File: config.mk
export PLATFORM = sky130hd
export DESIGN_NAME = cim_host_sequencer
export DESIGN_NICKNAME = d
export VERILOG_FILES = /design/src/rtl/cim_host_pkg.sv /design/src/rtl/cim_host_sequencer_serializer.sv /design/src/rtl/cim_host_sequencer.sv
export SDC_FILE = /design/constraint.sdc
export NUM_CORES = 1
export LEC_CHECK = 0
export ABC_AREA = 1
export ABC_CLOCK_PERIOD_IN_PS = 56200
export CORE_AREA = 3 3 235 237
export CTS_CLUSTER_SIZE = 30
export DETAILED_ROUTE_END_ITERATION = 8
export DIE_AREA = 0 0 238 240
export GPL_ROUTABILITY_DRIVEN = 0
export PLACE_DENSITY = 0.73
export SETUP_SLACK_MARGIN = 0.15
export SLEW_MARGIN = 20
export SYNTH_ARGS = -nofsm -noshare
export SYNTH_HDL_FRONTEND = slang
export SYNTH_SLANG_ARGS = --single-unit
export TNS_END_PERCENT = 5
File: constraint.sdc
create_clock -name clk -period 56.2 [get_ports clk]
set_input_delay 8.43 -clock clk [delete_from_list [all_inputs] [get_ports clk]]
set_output_delay 8.43 -clock clk [all_outputs]
set_load 0.02 [all_outputs]
File: src/rtl/cim_host_pkg.sv
// Shared encodings for the CIM host sequencer: macro op codes and FSM states.
package cim_host_pkg;

  localparam logic [1:0] OP_NOP = 2'b00;
  localparam logic [1:0] OP_WR  = 2'b01;
  localparam logic [1:0] OP_RD  = 2'b10;
  localparam logic [1:0] OP_CIM = 2'b11;

  typedef enum logic [2:0] {
    S_IDLE      = 3'd0,
    S_ISSUE     = 3'd1,
    S_WAIT_BUSY = 3'd2,
    S_RUN       = 3'd3,
    S_RESP      = 3'd4
  } state_t;

endpackage

File: src/rtl/cim_host_sequencer_serializer.sv
// Activation bit-plane serializer: latches activations and presents one
// MSB-first bit-plane per row, stepping on adv and rewinding on msb.
module cim_bitplane_serializer #(
  parameter int N_ROWS  = 64,
  parameter int IN_BITS = 4
) (
  input  logic                      clk,
  input  logic                      rst,
  input  logic                      load,
  input  logic [N_ROWS*IN_BITS-1:0] act,
  input  logic                      adv,
  input  logic                      msb,
  output logic [N_ROWS-1:0]         plane
);

  localparam int IDX_W = (IN_BITS > 1) ? $clog2(IN_BITS) : 1;
  localparam logic [IDX_W-1:0] IDX_LAST = IDX_W'(IN_BITS - 1);

  logic [N_ROWS*IN_BITS-1:0] act_q, act_d;
  logic [IDX_W-1:0]          idx_q, idx_d;
  logic [N_ROWS-1:0]         plane_q, plane_d;
  logic [IN_BITS-1:0]        row_s;

  // Next plane index and the plane it selects; load beats msb beats adv.
  always_comb begin
    act_d   = act_q;
    idx_d   = idx_q;
    plane_d = '0;
    row_s   = '0;
    if (load) begin
      act_d = act;
      idx_d = '0;
    end else if (msb) begin
      idx_d = '0;
    end else if (adv && (idx_q != IDX_LAST)) begin
      idx_d = idx_q + 1'b1;
    end else begin
      idx_d = idx_q;
    end
    // Left-shifting by the index brings bit (IN_BITS-1-k) to the top.
    for (int r = 0; r < N_ROWS; r++) begin
      row_s      = act_d[IN_BITS*r +: IN_BITS] << idx_d;
      plane_d[r] = row_s[IN_BITS-1];
    end
  end

  // Serializer state registers.
  always_ff @(posedge clk or posedge rst) begin
    if (rst) begin
      act_q   <= '0;
      idx_q   <= '0;
      plane_q <= '0;
    end else begin
      act_q   <= act_d;
      idx_q   <= idx_d;
      plane_q <= plane_d;
    end
  end

  assign plane = plane_q;

endmodule

File: src/rtl/cim_host_sequencer.sv
// Host-side sequencer for a compute-in-memory macro: accepts one command,
// drives the macro handshake with start/busy timeouts, returns one response.
module cim_host_sequencer
  import cim_host_pkg::*;
#(
  parameter int N_ROWS   = 64,
  parameter int IN_BITS  = 4,
  parameter int DATA_W   = 64,
  parameter int START_TO = 8,
  parameter int BUSY_TO  = 64
) (
  input  logic                      clk,
  input  logic                      rst,
  input  logic                      cmd_valid,
  output logic                      cmd_ready,
  input  logic [1:0]                cmd_op,
  input  logic [5:0]                cmd_addr,
  input  logic [DATA_W-1:0]         cmd_wdata,
  input  logic [N_ROWS*IN_BITS-1:0] cmd_act,
  output logic                      rsp_valid,
  input  logic                      rsp_ready,
  output logic [DATA_W-1:0]         rsp_data,
  output logic                      rsp_err,
  output logic                      start,
  output logic [1:0]                r_w_cim,
  output logic [5:0]                wl_addr,
  output logic [DATA_W-1:0]         din,
  output logic [N_ROWS-1:0]         cim_in,
  input  logic                      busy,
  input  logic                      rd_data_enable,
  input  logic                      cim_data_enable,
  input  logic                      in_msb,
  input  logic [DATA_W-1:0]         macro_data
);

  localparam int SC_W = $clog2(START_TO) + 1;
  localparam int BC_W = $clog2(BUSY_TO) + 1;
  localparam logic [SC_W-1:0] START_LAST = SC_W'(START_TO - 1);
  localparam logic [BC_W-1:0] BUSY_LAST  = BC_W'(BUSY_TO - 1);

  state_t              state_q, state_d;
  logic [1:0]          r_w_cim_q, r_w_cim_d;
  logic [5:0]          wl_addr_q, wl_addr_d;
  logic [DATA_W-1:0]   din_q, din_d;
  logic [DATA_W-1:0]   rd_word_q, rd_word_d;
  logic [DATA_W-1:0]   rsp_data_q, rsp_data_d;
  logic                rsp_err_q, rsp_err_d;
  logic [SC_W-1:0]     start_cnt_q, start_cnt_d;
  logic [BC_W-1:0]     busy_cnt_q, busy_cnt_d;
  logic                cmd_ready_q, cmd_ready_d;
  logic                start_q, start_d;
  logic                rsp_valid_q, rsp_valid_d;
  logic                ser_load_s;
  logic [N_ROWS*IN_BITS-1:0] ser_act_s;
  logic                ser_adv_s, ser_msb_s;

  // Next-state, datapath capture and registered-output decode.
  always_comb begin
    state_d     = state_q;
    r_w_cim_d   = r_w_cim_q;
    wl_addr_d   = wl_addr_q;
    din_d       = din_q;
    rd_word_d   = rd_word_q;
    rsp_data_d  = rsp_data_q;
    rsp_err_d   = rsp_err_q;
    start_cnt_d = start_cnt_q;
    busy_cnt_d  = busy_cnt_q;
    ser_load_s  = 1'b0;
    ser_act_s   = '0;
    case (state_q)
      S_IDLE: begin
        if (cmd_valid && (cmd_op != OP_NOP)) begin
          state_d    = S_ISSUE;
          r_w_cim_d  = cmd_op;
          wl_addr_d  = cmd_addr;
          din_d      = cmd_wdata;
          rd_word_d  = '0;
          ser_load_s = 1'b1;
          ser_act_s  = (cmd_op == OP_CIM) ? cmd_act : '0;
        end else begin
          state_d = S_IDLE;
        end
      end
      S_ISSUE: begin
        state_d     = S_WAIT_BUSY;
        start_cnt_d = '0;
      end
      S_WAIT_BUSY: begin
        if (busy) begin
          state_d    = S_RUN;
          busy_cnt_d = '0;
        end else if (start_cnt_q == START_LAST) begin
          state_d    = S_RESP;
          rsp_err_d  = 1'b1;
          rsp_data_d = '0;
        end else begin
          start_cnt_d = start_cnt_q + 1'b1;
        end
      end
      S_RUN: begin
        if (rd_data_enable) begin
          rd_word_d = macro_data;
        end else begin
          rd_word_d = rd_word_q;
        end
        if (!busy) begin
          state_d   = S_RESP;
          rsp_err_d = 1'b0;
          case (r_w_cim_q)
            OP_CIM:  rsp_data_d = macro_data;
            OP_RD:   rsp_data_d = rd_word_d;
            default: rsp_data_d = '0;
          endcase
        end else if (busy_cnt_q == BUSY_LAST) begin
          state_d    = S_RESP;
          rsp_err_d  = 1'b1;
          rsp_data_d = '0;
        end else begin
          busy_cnt_d = busy_cnt_q + 1'b1;
        end
      end
      S_RESP: begin
        if (rsp_ready) begin
          state_d    = S_IDLE;
          r_w_cim_d  = OP_NOP;
          ser_load_s = 1'b1;
        end else begin
          state_d = S_RESP;
        end
      end
      default: state_d = S_IDLE;
    endcase
    cmd_ready_d = (state_d == S_IDLE);
    start_d     = (state_d == S_ISSUE);
    rsp_valid_d = (state_d == S_RESP);
  end

  // Sequencer state and output registers.
  always_ff @(posedge clk or posedge rst) begin
    if (rst) begin
      state_q     <= S_IDLE;
      r_w_cim_q   <= OP_NOP;
      wl_addr_q   <= '0;
      din_q       <= '0;
      rd_word_q   <= '0;
      rsp_data_q  <= '0;
      rsp_err_q   <= 1'b0;
      start_cnt_q <= '0;
      busy_cnt_q  <= '0;
      cmd_ready_q <= 1'b1;
      start_q     <= 1'b0;
      rsp_valid_q <= 1'b0;
    end else begin
      state_q     <= state_d;
      r_w_cim_q   <= r_w_cim_d;
      wl_addr_q   <= wl_addr_d;
      din_q       <= din_d;
      rd_word_q   <= rd_word_d;
      rsp_data_q  <= rsp_data_d;
      rsp_err_q   <= rsp_err_d;
      start_cnt_q <= start_cnt_d;
      busy_cnt_q  <= busy_cnt_d;
      cmd_ready_q <= cmd_ready_d;
      start_q     <= start_d;
      rsp_valid_q <= rsp_valid_d;
    end
  end

  // Macro strobes seen while idle belong to nobody and must not move the plane.
  assign ser_adv_s = cim_data_enable && (state_q != S_IDLE);
  assign ser_msb_s = in_msb && (state_q != S_IDLE);

  cim_bitplane_serializer #(
    .N_ROWS  (N_ROWS),
    .IN_BITS (IN_BITS)
  ) u_serializer (
    .clk   (clk),
    .rst   (rst),
    .load  (ser_load_s),
    .act   (ser_act_s),
    .adv   (ser_adv_s),
    .msb   (ser_msb_s),
    .plane (cim_in)
  );

  assign cmd_ready = cmd_ready_q;
  assign start     = start_q;
  assign rsp_valid = rsp_valid_q;
  assign rsp_data  = rsp_data_q;
  assign rsp_err   = rsp_err_q;
  assign r_w_cim   = r_w_cim_q;
  assign wl_addr   = wl_addr_q;
  assign din       = din_q;

endmodule
## Word-level counts from Yosys, hierarchy flattened

Index checks and enable logic that the tools add are counted.

| storage, ports and cells | value |
|---|---|
| register bits | 540 |
| bits in latches | 0 |
| memory bits (writable) | 0 |
| bits in read-only memories | 0 |
| input port bits | 400 |
| logic and storage cells | 162 |
| memories | 0 |

| operators by class | value |
|---|---|
| add/subtract/negate cells | 3 |
| multiply operators | 0 |
| divide/modulo/power cells | 0 |
| order comparisons | 0 |
| equal/unequal tests | 21 |
| shift-type cells | 64 |
| mux-type cells | 41 |
| bitwise logic cells | 0 |
| reduce and logical (&&, ||, !) cells | 18 |

Operators by type and width:

| operator | number |
|---|---|
| 2-to-1 mux 256 bit | 4 |
| 2-to-1 mux 64 bit | 6 |
| one-hot mux 64 bit (2 select lines) | 3 |
| left shift 4 x 2 -> 4 bit | 64 |
| 2-to-1 mux 7 bit | 3 |
| != test 2 bit, second input constant | 9 |
| 2-to-1 mux 3 bit | 5 |
| one-hot mux 3 bit (5 select lines) | 1 |
| one-hot mux 7 bit (2 select lines) | 1 |
| 2-to-1 mux 2 bit | 5 |
| nonzero test 2 bit | 5 |
| 2-to-1 mux 4 bit | 2 |
| one-hot mux 4 bit (2 select lines) | 1 |
| AND reduction 4 bit | 2 |
| adder 7 x 1 -> 7 bit, second input constant | 1 |
| equality test 7 x 6 -> 1 bit, second input constant | 1 |
| 2-to-1 mux 1 bit | 7 |
| equality test 2 bit, second input constant | 3 |
| equality test 3 x 1 -> 1 bit, second input constant | 2 |
| equality test 3 x 2 -> 1 bit, second input constant | 2 |
| equality test 3 bit, second input constant | 2 |
| logical NOT 3 bit | 2 |
| AND reduction 3 bit | 2 |
| adder 4 x 1 -> 4 bit, second input constant | 1 |
| 8 further kinds | 13 |

## Depth between registers and ports, before layout

| depth | value |
|---|---|
| word-level depth | 7 |
| mapped depth | 12 |

## By module

A second synthesis with hierarchy kept.

| second synthesis, totals | value |
|---|---|
| cells, all modules | 3718 |
| area total of the unflattened synthesis | 28054.4 um2 |

By module, submodules not included:

| module | instances | cells an instance | area each (um2) | sequential area each (um2) |
|---|---|---|---|---|
| cim_bitplane_serializer | 1 | 2194 | 16071.7 | 8057.7 |
| cim_host_sequencer | 1 | 1524 | 11982.7 | 5456.5 |

## Least setup slack after synthesis

No wires, ideal clock.

| timing path | value |
|---|---|
| path type | in2reg |
| start | input rd_data_enable |
| end | register rsp_data_q[0] (netlist: rsp_data[0]) |
| library setup time | 0.083 ns |
| data arrival time | 9.470 ns |
| path slack | 46.648 ns |
| cell stages on the path | 7 |
| path buffers | 3 |
| path through | buf_2 clkbuf_1 clkbuf_1 nand2_1 o21ai_0 a22oi_1 o21ai_0 |

| on the way | value |
|---|---|
| longest elaborated chain between the ends | 4 |

Ends and longest elaborated chain:

| what | RTL line | text |
|---|---|---|
| start: declaration | cim_host_sequencer.sv:30 | `input logic rd_data_enable,` |
| 2-to-1 mux 64 bit | cim_host_sequencer.sv:101 | `if (rd_data_enable) begin` |
| one-hot mux 64 bit (2 select lines) | cim_host_sequencer.sv:109 | `case (r_w_cim_q)` |
| 2-to-1 mux 64 bit | cim_host_sequencer.sv:106 | `if (!busy) begin` |
| one-hot mux 64 bit (2 select lines) | cim_host_sequencer.sv:70 | `case (state_q)` |
| end signal: assignment | cim_host_sequencer.sv:159 | `rsp_data_q <= rsp_data_d;` |
| end: declaration | cim_host_sequencer.sv:46 | `logic [DATA_W-1:0] rsp_data_q, rsp_data_d;` |

No other way between the ends.
A chain may end at the register's enable or synchronous reset.

## Worst setup path after layout

| timing path | value |
|---|---|
| start | input cmd_valid |
| end | register u_serializer.plane_q[41] (netlist: u_serializer.plane[41]) |

| on the way | value |
|---|---|
| longest elaborated chain between the ends | 5 |
| elaborated cells between the ends (all ways) | 8 |
| those cells by class | shift (1); mux (6); reduce/logical (1) |

Ends and longest elaborated chain:

| what | RTL line | text |
|---|---|---|
| start: declaration | cim_host_sequencer.sv:14 | `input logic cmd_valid,` |
| logical AND 1 bit (*) | cim_host_sequencer.sv:72 | `if (cmd_valid && (cmd_op != OP_NOP)) begin` |
| 2-to-1 mux 1 bit / 2-to-1 mux 256 bit (equally long branches) | cim_host_sequencer.sv:72 |  |
| one-hot mux 1 bit (2 select lines) / 2-to-1 mux 256 bit (equally long branches) | cim_host_sequencer.sv:70 |  |
| 2-to-1 mux 256 bit (*) | cim_host_sequencer_serializer.sv:30 | `if (load) begin` |
| via u_serializer.act_d[166] | cim_host_sequencer_serializer.sv:19 | `logic [N_ROWS*IN_BITS-1:0] act_q, act_d;` |
| left shift 4 x 2 -> 4 bit (*) | cim_host_sequencer_serializer.sv:42 | `row_s = act_d[IN_BITS*r +: IN_BITS] << idx_d;` |
| via u_serializer.plane_d[41] | cim_host_sequencer_serializer.sv:21 | `logic [N_ROWS-1:0] plane_q, plane_d;` |
| end signal: assignment | cim_host_sequencer_serializer.sv:56 | `plane_q <= plane_d;` |
| end: declaration | cim_host_sequencer_serializer.sv:21 |  |

The timed path passes the listed nets; every way through them passes the cells marked *.

==> results by group <==
CTS
  • CTS Buffer Depth: 3
  • Gates resized, CTS repair: 0
  • CTS tree: yes
  • Num CTS Buffers: 59
  • Clock Sinks: 540
  • CTS Hold Bufs: 0
  • H-tree depth: 2
  • Clock transition at path regs: about 0.060 ns
  • Clk_lat worst skew: just over 0.6 ns
  • CTS root buf: clkbuf_16
  • Postcts setup bufs: 0

Worst setup path
  • Critical Path AT: 12.69 ns
  • CP Launch Type: input pin
  • Worst-path maximum fanout: 84
  • CP Class: in2reg
  • Worst EP required: 56.76 ns
  • Crit. End Element: flip-flop

Yosys
  • Synth Area in Compound Gates: between 6 and 7%
  • Syn Nets: approximately 3300
  • Share of the synthesized area in the top cell type: between 50% and 60%
  • Synth Cell Area: approximately 24000 sq um
  • Area share of fa/ha/maj cells after synthesis: 0.159%
  • Most area-consuming cells after synthesis: dfrtp_1 (57%), nand2_1 (24%), nand3_1 (5.8%), o21ai_0 (3.9%), buf_2 (2.5%)
  • Post-synthesis sequential area ratio: roughly 57%
  • Multiplexer area fraction after synthesis: 0%
  • Yosys reg bits: 540
  • YS warnings: 0
  • Syn_area_per_cell: approximately 8.1 sq um
  • Simple logic cell fraction of the synthesized area: about 30%
  • Post-synth cell types: 27
  • Cells after Synth: ~2900
  • Largest area contributor in the netlist: dfrtp_1
  • XOR/XNOR Fraction of Synth Area: less than 1%
  • Largest family of logic cells by synthesized area: simple AND/OR/NAND/NOR gates

Floorplanning
  • Die width: ~240 um
  • Row count: 85
  • Starting Density: roughly 44%
  • Die Footprint: 57100 sq um
  • Core area: between 50000 and 60000 sq um
  • Die Height: about 240 um
  • Top Ports: 604

Place
  • IO buf count: roughly 600
  • Placed cell count: between 4000 and 5000
  • Post-DP HPWL: 54.7 mm

STA
  • Tcrit/Tclk final: 21.6%
  • Clk_skew: 0.0249 ns
  • Setup TNS: 0 ns
  • Max_slew headroom: about 25%
  • Final setup viols: 0
  • Final Hold Fails: 0
  • Final Critical Period: 12.14 ns
  • Least-Margin Pin Slew: around 1.1 ns
  • Count of pins over their slew limit: 0
  • RSZ-0062 raised after global routing: false
  • FMAX: around 82 MHz
  • Worst hold margin: 0.466 ns

Routing
  • WL/cell: 19.5 um
  • Routed wire length: 81.9 mm
  • Via/cell ratio: between 5 and 6
  • First drt pass iteration count: 5
  • DRC viols: 0
  • Via count: between 20000 and 25000
  • Antenna-violating nets left: 0
  • DRT iter0 DRCs: 2003

Job
  • Number of max-cap violations: 0

Global route
  • Vias in the first global route: just over 20000
  • Total global routing overflow: 0
  • GRT Max-Usage Layer: met2
  • Total GRT Usage: between 20 and 30%
  • Met1 Use GR: 36.1%
  • GR Util met3: a little under a tenth
  • First-pass GRT wire length: ~120 mm
  • Initial antenna violation count: 45
  • Grt met2 use: 43.4%
  • Pin count of the biggest net entering global routing: between 100 and 150

Cells and area
  • Area grow syn2layout: 35.4%
  • Layout cells sized above 1: 4.49%
  • Layout fillers: ~4700
  • Nets: between 3000 and 4000
  • Most frequent cells in the layout: nand2_1 (1517), clkdlybuf4s50_1 (602), dfrtp_1 (539)
  • Final Non-Filler Cells: 4190
  • Commonest non-fill, non-tap cell in the layout: nand2_1

Min path
  • Hold Path Class: reg2reg

Pwr
  • PwrDens: 50.4 nW/um^2
  • Leakage Power: 16.0 nW
  • Peak supply drop: 0.0000302 V

Status
  • Status: finished, final reports clean
[kinds of logic (layout without fill, tap and decap cells)]
| logic type | count (synthesis) | in the layout |
|---|---|---|
| xor+xnor | 3 | 3 |
| other cells | 0 | 23 |
| simple gates | 1820 | 1820 |
| compound gates | 276 | 276 |
| buf+inv | 284 | 829 |
| flops | 540 | 540 |
| fa+ha+maj | 3 | 3 |
[final timing paths]
| check | from | end | slack, ns | depth (start not counted) |
|---|---|---|---|---|
| min reg2reg | din[29] | din[29] | 0.47 | 2 |
| max in group asynchronous | rst | din[13] | 45.51 | 4 |
| min in group asynchronous | rst | u_serializer.plane[18] | 8.37 | 2 |
| min | din[29] | din[29] | 0.47 | 2 |
| max | cmd_valid | u_serializer.plane[41] | 44.06 | 12 |
| max reg2reg | state_q[1] | u_serializer.plane[41] | 51.64 | 12 |
[metal layers]
metal / vias to the layer above / part of all wire [%]
met2: 867 / 46
met5: - / 0.37
met4: 44 / 3.8
li1: 10285 / -
met3: 204 / 9.7
met1: 10229 / 40
[sequential cells by signal, indices dropped and copies added, names as in the netlist]
signal / cells
u_serializer.plane: 64
rsp_data: 64
u_serializer.act_q: 256
rsp_valid: 1
start_cnt_q: 4
busy_cnt_q: 7
wl_addr: 6
rsp_err: 1
r_w_cim: 2
u_serializer.idx_q: 2
din: 64
state_q: 3
rd_word_q: 64
cmd_ready: 1
start: 1
[worst max-delay path, stage by stage]
cell and delay [ns]:
clkdlybuf4s50_1 0.52, nand3_1 0.15, nor2_4 0.62, buf_4 0.84
buf_4 0.77, buf_4 0.64, nand2_1 0.10, nand2_1 0.12
nand2_1 0.09, nand2_1 0.11, nand2_1 0.05, nand2_1 0.08
[synth_stat cells]
library cell and n:
a21boi_0 1, a21oi_1 5, a22o_1 2, a22oi_1 64
buf_1 9, buf_2 120, buf_4 13, buf_6 5
clkbuf_1 47, dfrtp_1 539, dfstp_2 1, ha_1 3
inv_1 82, inv_2 8, nand2_1 1518, nand2_2 2
nand3_1 273, nand3_2 2, nor2_1 18, nor2_2 4
nor2_4 2, nor3_1 1, o21a_1 1, o21ai_0 182
o21ai_1 19, o221ai_1 2, xor2_1 3
[where the power goes]
group	internal, mW	switching [mW]	total, mW
sequential	0.528	0.0581	0.587
clock	0.249	0.163	0.411
combinational	0.226	0.392	0.618
[area by class of cell]
| cell class | instances | area, sq um | area share, % |
|---|---|---|---|
| Sequential cell | 540 | 13500 | 42.2 |
| Multi-Input combinational cell | 2102 | 8920 | 27.9 |
| Timing Repair Buffer | 629 | 6230 | 19.5 |
| Clock buffer | 86 | 1760 | 5.49 |
| Tap cell | 696 | 871 | 2.72 |
| Inverter | 90 | 350 | 1.09 |
| Clock inverter | 24 | 320 | 1.00 |
| Antenna cell | 23 | 57.6 | 0.180 |
[per-stage QoR]
step | instance area [sq um] | util [%] | total power, mW | setup slack (ns)
after CTS | 32000 | 59.7 | 1.62 | 44.09
final | 32000 | 59.9 | 1.62 | 44.06
after floorplan | 23700 | - | 0.959 | 32.68
after global routing | 32000 | 59.8 | 1.72 | 43.67
after global placement | 29900 | 55.9 | 1.20 | 43.45
after detailed placement | 29900 | 55.9 | 1.21 | 43.46
No activity file was read; power rests on OpenSTA's default activity.
